--- src/rtl/ext_mem_pkg.sv ---
// ext_mem_pkg: state encoding and lane sizing helpers shared by the
// external-memory bridge files.
package ext_mem_pkg;

   typedef enum logic [2:0] {IDLE, ADDR, WDATA, TURN, RDATA, DONE} state_t;

   function automatic int lanes(input int w, input int b);
      return w / b;
   endfunction

   function automatic int lane_w(input int aw, input int dw, input int b);
      int n;
      n = $clog2((aw > dw ? aw : dw) / b);
      return n < 1 ? 1 : n;
   endfunction

endpackage

--- src/rtl/ext_mem_ack_sync.sv ---
// ext_mem_ack_sync: two-flop synchroniser for the asynchronous read acknowledge
// followed by a one-cycle rising-edge pulse.
module ext_mem_ack_sync (
   input  logic clk,
   input  logic reset,
   input  logic ack,
   output logic rise
);

   logic [2:0] sr;

   always_ff @(posedge clk)
      if (reset) sr <= '0;
      else sr <= {sr[1:0], ack};

   assign rise = sr[1] & ~sr[2];

endmodule

--- src/rtl/ext_mem_bridge.sv ---
// ext_mem_bridge: lane-serial external memory bridge with valid/ready requests,
// programmable hold/turnaround timing and a timed-out read error response.
module ext_mem_bridge import ext_mem_pkg::*; #(
   parameter int ADDR_W = 16,
   parameter int DATA_W = 16,
   parameter int BUS_W = 8,
   parameter int HOLD_CYCLES = 4,
   parameter int TURN_CYCLES = 2,
   parameter int TIMEOUT_CYCLES = 255,
   localparam int LANE_W = lane_w(ADDR_W, DATA_W, BUS_W)
) (
   input  logic              clk,
   input  logic              reset,
   input  logic              req_valid,
   output logic              req_ready,
   input  logic              req_write,
   input  logic [ADDR_W-1:0] req_addr,
   input  logic [DATA_W-1:0] req_wdata,
   output logic              resp_valid,
   output logic [DATA_W-1:0] resp_rdata,
   output logic              resp_error,
   output logic              ext_we,
   output logic              ext_re,
   output logic              ext_addr_phase,
   output logic              ext_strobe,
   output logic [LANE_W-1:0] ext_lane,
   output logic [BUS_W-1:0]  bus_out,
   output logic              bus_oe,
   input  logic [BUS_W-1:0]  bus_in,
   input  logic              ext_ack
);

   localparam int NA = lanes(ADDR_W, BUS_W);
   localparam int ND = lanes(DATA_W, BUS_W);
   localparam int CW = $clog2((HOLD_CYCLES > TURN_CYCLES ? HOLD_CYCLES : TURN_CYCLES) + 2);
   localparam int TW = $clog2(TIMEOUT_CYCLES + 1);

   state_t            state, state_n;
   logic [LANE_W-1:0] lane, lane_n, lane_d;
   logic [CW-1:0]     cnt, cnt_n;
   logic [TW-1:0]     tmo, tmo_n;
   logic [ADDR_W-1:0] addr_q, addr_n;
   logic [DATA_W-1:0] wdata_q, wdata_n;
   logic [BUS_W-1:0]  bus_d;
   logic              wr_q, wr_n, accept, rise, lane_end, capture, tmo_hit;
   logic              active, ready_d, we_d, re_d, aph_d, stb_d, oe_d, valid_d;

   ext_mem_ack_sync u_sync (.clk(clk), .reset(reset), .ack(ext_ack), .rise(rise));

   always_ff @(posedge clk)
      if (reset) begin
         state <= IDLE;
         lane <= '0;
         cnt <= '0;
         tmo <= '0;
         addr_q <= '0;
         wdata_q <= '0;
         wr_q <= 1'b0;
      end else begin
         state <= state_n;
         lane <= lane_n;
         cnt <= cnt_n;
         tmo <= tmo_n;
         addr_q <= addr_n;
         wdata_q <= wdata_n;
         wr_q <= wr_n;
      end

   // req_ready (registered) gates acceptance so the cycle right after reset cannot accept
   always_comb begin
      state_n = state;
      lane_n = lane;
      cnt_n = '0;
      tmo_n = '0;
      tmo_hit = 1'b0;
      accept = req_valid && req_ready;
      addr_n = accept ? req_addr : addr_q;
      wdata_n = accept ? req_wdata : wdata_q;
      wr_n = accept ? req_write : wr_q;
      lane_end = cnt == CW'(HOLD_CYCLES);
      capture = state == RDATA && rise;
      case (state)
         IDLE: begin
            state_n = accept ? ADDR : IDLE;
            lane_n = '0;
         end
         ADDR, WDATA: begin
            cnt_n = lane_end ? '0 : cnt + CW'(1);
            if (lane_end && lane == LANE_W'((state == ADDR ? NA : ND) - 1)) begin
               lane_n = '0;
               state_n = state == WDATA ? DONE : wr_q ? WDATA : TURN;
            end else if (lane_end)
               lane_n = lane + LANE_W'(1);
         end
         TURN: begin
            cnt_n = cnt + CW'(1);
            if (cnt == CW'(TURN_CYCLES - 1)) begin
               cnt_n = '0;
               state_n = RDATA;
            end
         end
         RDATA: begin
            tmo_n = capture ? '0 : tmo + TW'(1);
            tmo_hit = !capture && tmo_n == TW'(TIMEOUT_CYCLES);
            if (capture && lane == LANE_W'(ND - 1)) begin
               lane_n = '0;
               state_n = DONE;
            end else if (capture)
               lane_n = lane + LANE_W'(1);
            else if (tmo_hit) begin
               lane_n = '0;
               state_n = DONE;
            end
         end
         DONE: state_n = IDLE;
         default: state_n = IDLE;
      endcase
   end

   // Decoded from next-state values so the registered pins line up with the state
   always_comb begin
      active = state_n inside {ADDR, WDATA, TURN, RDATA};
      ready_d = state_n == IDLE;
      we_d = active && wr_n;
      re_d = active && !wr_n;
      aph_d = state_n == ADDR;
      oe_d = state_n inside {ADDR, WDATA};
      stb_d = oe_d || state_n == RDATA;
      lane_d = stb_d ? lane_n : '0;
      bus_d = aph_d ? BUS_W'(addr_n >> (int'(lane_n) * BUS_W)) :
              state_n == WDATA ? BUS_W'(wdata_n >> (int'(lane_n) * BUS_W)) : '0;
      valid_d = state_n == DONE;
   end

   always_ff @(posedge clk)
      if (reset) begin
         req_ready <= 1'b0;
         resp_valid <= 1'b0;
         ext_we <= 1'b0;
         ext_re <= 1'b0;
         ext_addr_phase <= 1'b0;
         ext_strobe <= 1'b0;
         ext_lane <= '0;
         bus_out <= '0;
         bus_oe <= 1'b0;
      end else begin
         req_ready <= ready_d;
         resp_valid <= valid_d;
         ext_we <= we_d;
         ext_re <= re_d;
         ext_addr_phase <= aph_d;
         ext_strobe <= stb_d;
         ext_lane <= lane_d;
         bus_out <= bus_d;
         bus_oe <= oe_d;
      end

   always_ff @(posedge clk)
      if (reset || accept) begin
         resp_rdata <= '0;
         resp_error <= 1'b0;
      end else begin
         if (capture) resp_rdata[int'(lane) * BUS_W +: BUS_W] <= bus_in;
         if (tmo_hit) resp_error <= 1'b1;
      end

endmodule

--- config.mk ---
export PLATFORM = sky130hd
export DESIGN_NAME = ext_mem_bridge
export DESIGN_NICKNAME = d
export VERILOG_FILES = /design/src/rtl/ext_mem_pkg.sv /design/src/rtl/ext_mem_ack_sync.sv /design/src/rtl/ext_mem_bridge.sv
export SDC_FILE = /design/constraint.sdc
export NUM_CORES = 1
export LEC_CHECK = 0
export CAP_MARGIN = 20
export CORE_MARGIN = 2
export CORE_UTILIZATION = 52
export CTS_BUF_LIST = sky130_fd_sc_hd__clkbuf_2 sky130_fd_sc_hd__clkbuf_4 sky130_fd_sc_hd__clkbuf_8
export CTS_CLUSTER_SIZE = 24
export DETAILED_ROUTE_END_ITERATION = 6
export PLACE_DENSITY_LB_ADDON = 0.2
export SETUP_SLACK_MARGIN = 0.3
export SLEW_MARGIN = 20
export SYNTH_ARGS = -nofsm -noshare
export SYNTH_HDL_FRONTEND = slang
export SYNTH_SLANG_ARGS = --single-unit
--- constraint.sdc ---
create_clock -name clk -period 3.2 [get_ports clk]
set_clock_uncertainty 0.2 [all_clocks]
set_input_delay 0.64 -clock clk [delete_from_list [all_inputs] [get_ports clk]]
set_output_delay 0.64 -clock clk [all_outputs]
set_load 0.05 [all_outputs]
==> results.tsv <==
metric	value	unit
status	complete, but fails checks	
failing checks	design-rule violations	
Final Cycle Share	0.8349	
synthesized area	3478	um2
fmax	0.3743	GHz
Mapped Cells	362	
Post-Syn Nets	412	
Num CTS Buffers	9	
Final Hold Fails	0	
Root Driver	clkbuf_8	
CTS resizes	0	
Synth Flop Type	dfxtp_1	
Worst Path Max Fanout	10	
IO Count	78	
Max H-tree Level	3	
R2R Setup Slk	0.53	ns
register area	1682	um2
HP Class	flop to flop	
Post-DP HPWL	5105	um
most instantiated cells after synthesis	dfxtp_1 (84), nor2_1 (71), mux2i_1 (43)	
Synth area leaders	dfxtp_1 (48%), mux2i_1 (12%), nor2_1 (7.7%), nand2_1 (3.5%), a21oi_1 (2.7%)	
Starting DRT DRC Count	109	
async set-or-reset flop fraction in the synthesized netlist	0	
fillers	502	
Yosys reg bits	84	
Clock Latency Late Sink	0.35	ns
port bufs	77	
CP Class	flop to flop	
Post-CTS Setup Bufs	0	
Starting Density	0.5416	
Peak VDD IR	0.2626	mV
layout cells sized above 1	0.09502	
Max clock buf depth	2	
PD cells	466.4	nW/um2
Max-cap violations	0	
setup tns final	0	ns
Worst Path Arrival	2.72	ns
routed len/inst	13.88	um
synth unique cells	49	
DRC	7	
sequential fraction of the synthesis area	0.4835	
final setup fails	0	
Antenna Nets Post-Route	0	
dominant cell by count in the synthesized netlist	dfxtp_1	
pin count of the biggest net entering global routing	35	
Total GRT Usage	0.2012	
initial antenna violation count	0	
area delta synth->final	29.03	%
post-synth top area share	0.4835	
area of the multi-input gates	1654	um2
TritonCTS clock tree	built	
Final Util	0.6988	
CP endpoint kind	flop	
Core Area	6422	um2
CTS sink cnt	84	
Synth area leader	dfxtp_1	
first-pass GRT wire length	11740	um
Ant. Diodes	0	
syn avg cell area	9.609	um2
DIE AREA	7359	um2
Final Routed Wirelength	7205	um
Vias	2721	
worst-margin pin slew	0.6886	ns
Die Span X	85.79	um
Synth warnings	0	
Final min period	2.672	ns
Max Slew Vio Count	0	
Core Rows	29	
Startpoint Class	flop	
Worst slew margin	0.5378	
P_leak	0.001676	uW
vias per cell	5.243	
unrepaired setup endpoints after global routing	false	
clock slew at reported path FFs	0.08	ns
global placer's final weighted congestion	0.8418	
number of synthesized flops with an enable pin	0	
die height	85.79	um
WP data required	3.25	ns
drt first pass iters	6	
nets	487	
grt ovf	0	
hold buffer count at cts	0	
number of global-route vias before repair	2486	
[worst paths after layout]
path	end	depth (start not counted)	from
setup / recovery	bus_out[6]$_SDFF_PP0_	10	cnt[0]$_SDFF_PP0_
hold / removal	u_sync.sr[1]$_SDFF_PP0_	1	u_sync.sr[0]$_SDFF_PP0_
setup reg to reg	bus_out[6]$_SDFF_PP0_	10	cnt[0]$_SDFF_PP0_
hold reg to reg	u_sync.sr[1]$_SDFF_PP0_	1	u_sync.sr[0]$_SDFF_PP0_
[registers in the layout (all words and copies together), names as in the netlist, 3 cells and up]
name and cells:
cnt 3, addr_q 16, u_sync.sr 3, wdata_q 16
tmo 8, resp_rdata 16, state 3, bus_out 8
[report_power, final]
| group | total (uW) | switching [uW] | internal (uW) |
|---|---|---|---|
| Combinational | 233 | 117 | 115 |
| Clock | 771 | 361 | 409 |
| Sequential | 1090 | 13.0 | 1080 |
[area by class of cell]
type,instances,area share
Timing Repair Buffer,83,0.1818
Multi-Input combinational cell,250,0.3686
Tap cell,77,0.02147
Sequential cell,84,0.3747
Inverter,9,0.007527
Clock inverter,4,0.01059
Clock buffer,12,0.03541
[cell families (layout without fill, tap and decap cells)]
| group | count (synthesis) | in the layout | synth area share |
|---|---|---|---|
| muxes | 51 | 51 | 0.1583 |
| buffers and inverters | 28 | 108 | 0.04136 |
| adders and majority gates | 5 | 5 | 0.01799 |
| xor gates and xnor gates | 9 | 9 | 0.02266 |
| AOI/OAI and AO/OA | 45 | 45 | 0.09065 |
| DFF | 84 | 84 | 0.4835 |
| and+or+nand+nor | 140 | 140 | 0.1856 |
[critical path, cell delays in order, from the launching register on]
cell      delay [ns]
dfxtp_1         0.38
inv_1           0.06
ha_1            0.19
nand2_1         0.11
inv_1           0.05
ha_1            0.27
mux4_2          0.49
a21oi_1         0.18
or3_1           0.36
a211oi_2        0.05
a211o_1         0.23
[routing by layer]
| metal | up-vias | part of all wire | global-route usage |
|---|---|---|---|
| met5 | - | 0 | 0 |
| met4 | 0 | 0.017 | 0.08225 |
| met3 | 12 | 0.051 | 0.03657 |
| met2 | 69 | 0.44 | 0.3082 |
| met1 | 1262 | 0.50 | 0.2812 |
| li1 | 1378 | - | - |
[layout by cell type, fill, tap and decap left out, types with 2 or more instances in the layout]
master	Yosys	routed
a21oi_1	19	19
and3_1	2	2
buf_4	2	6
clkbuf_8	0	11
clkdlybuf4s50_1	0	77
clkinv_2	0	2
dfxtp_1	84	84
ha_1	5	5
inv_1	9	9
mux2_1	2	2
mux2_4	5	5
mux2i_1	43	43
nand2_1	32	32
nand2b_1	2	2
nand3_1	6	6
nor2_1	71	71
nor2b_1	4	4
nor3_1	6	6
nor3b_1	3	3
o21ai_0	4	4
o21ai_1	2	2
o22ai_1	9	9
or3b_4	2	2
xnor2_1	2	2
xor2_1	7	7
[through the flow]
step | power, uW | cell area, um2 | cells | hold slack, ns | setup WS [ns]
finish | 2093 | 4488 | 519 | 0.2499 | 0.5284
global route | 2172 | 4488 | 519 | 0.2620 | 0.3535
CTS | 2103 | 4488 | 519 | 0.2532 | 0.5116
detailed placement | 1346 | 4282 | 503 | 0.2341 | 0.3505
global placement | 1341 | 4282 | 503 | 0.2282 | 0.4058
floorplan | 1251 | 3478 | 362 | 0.2138 | 0.7754
Power figures use the tool's default switching activity.
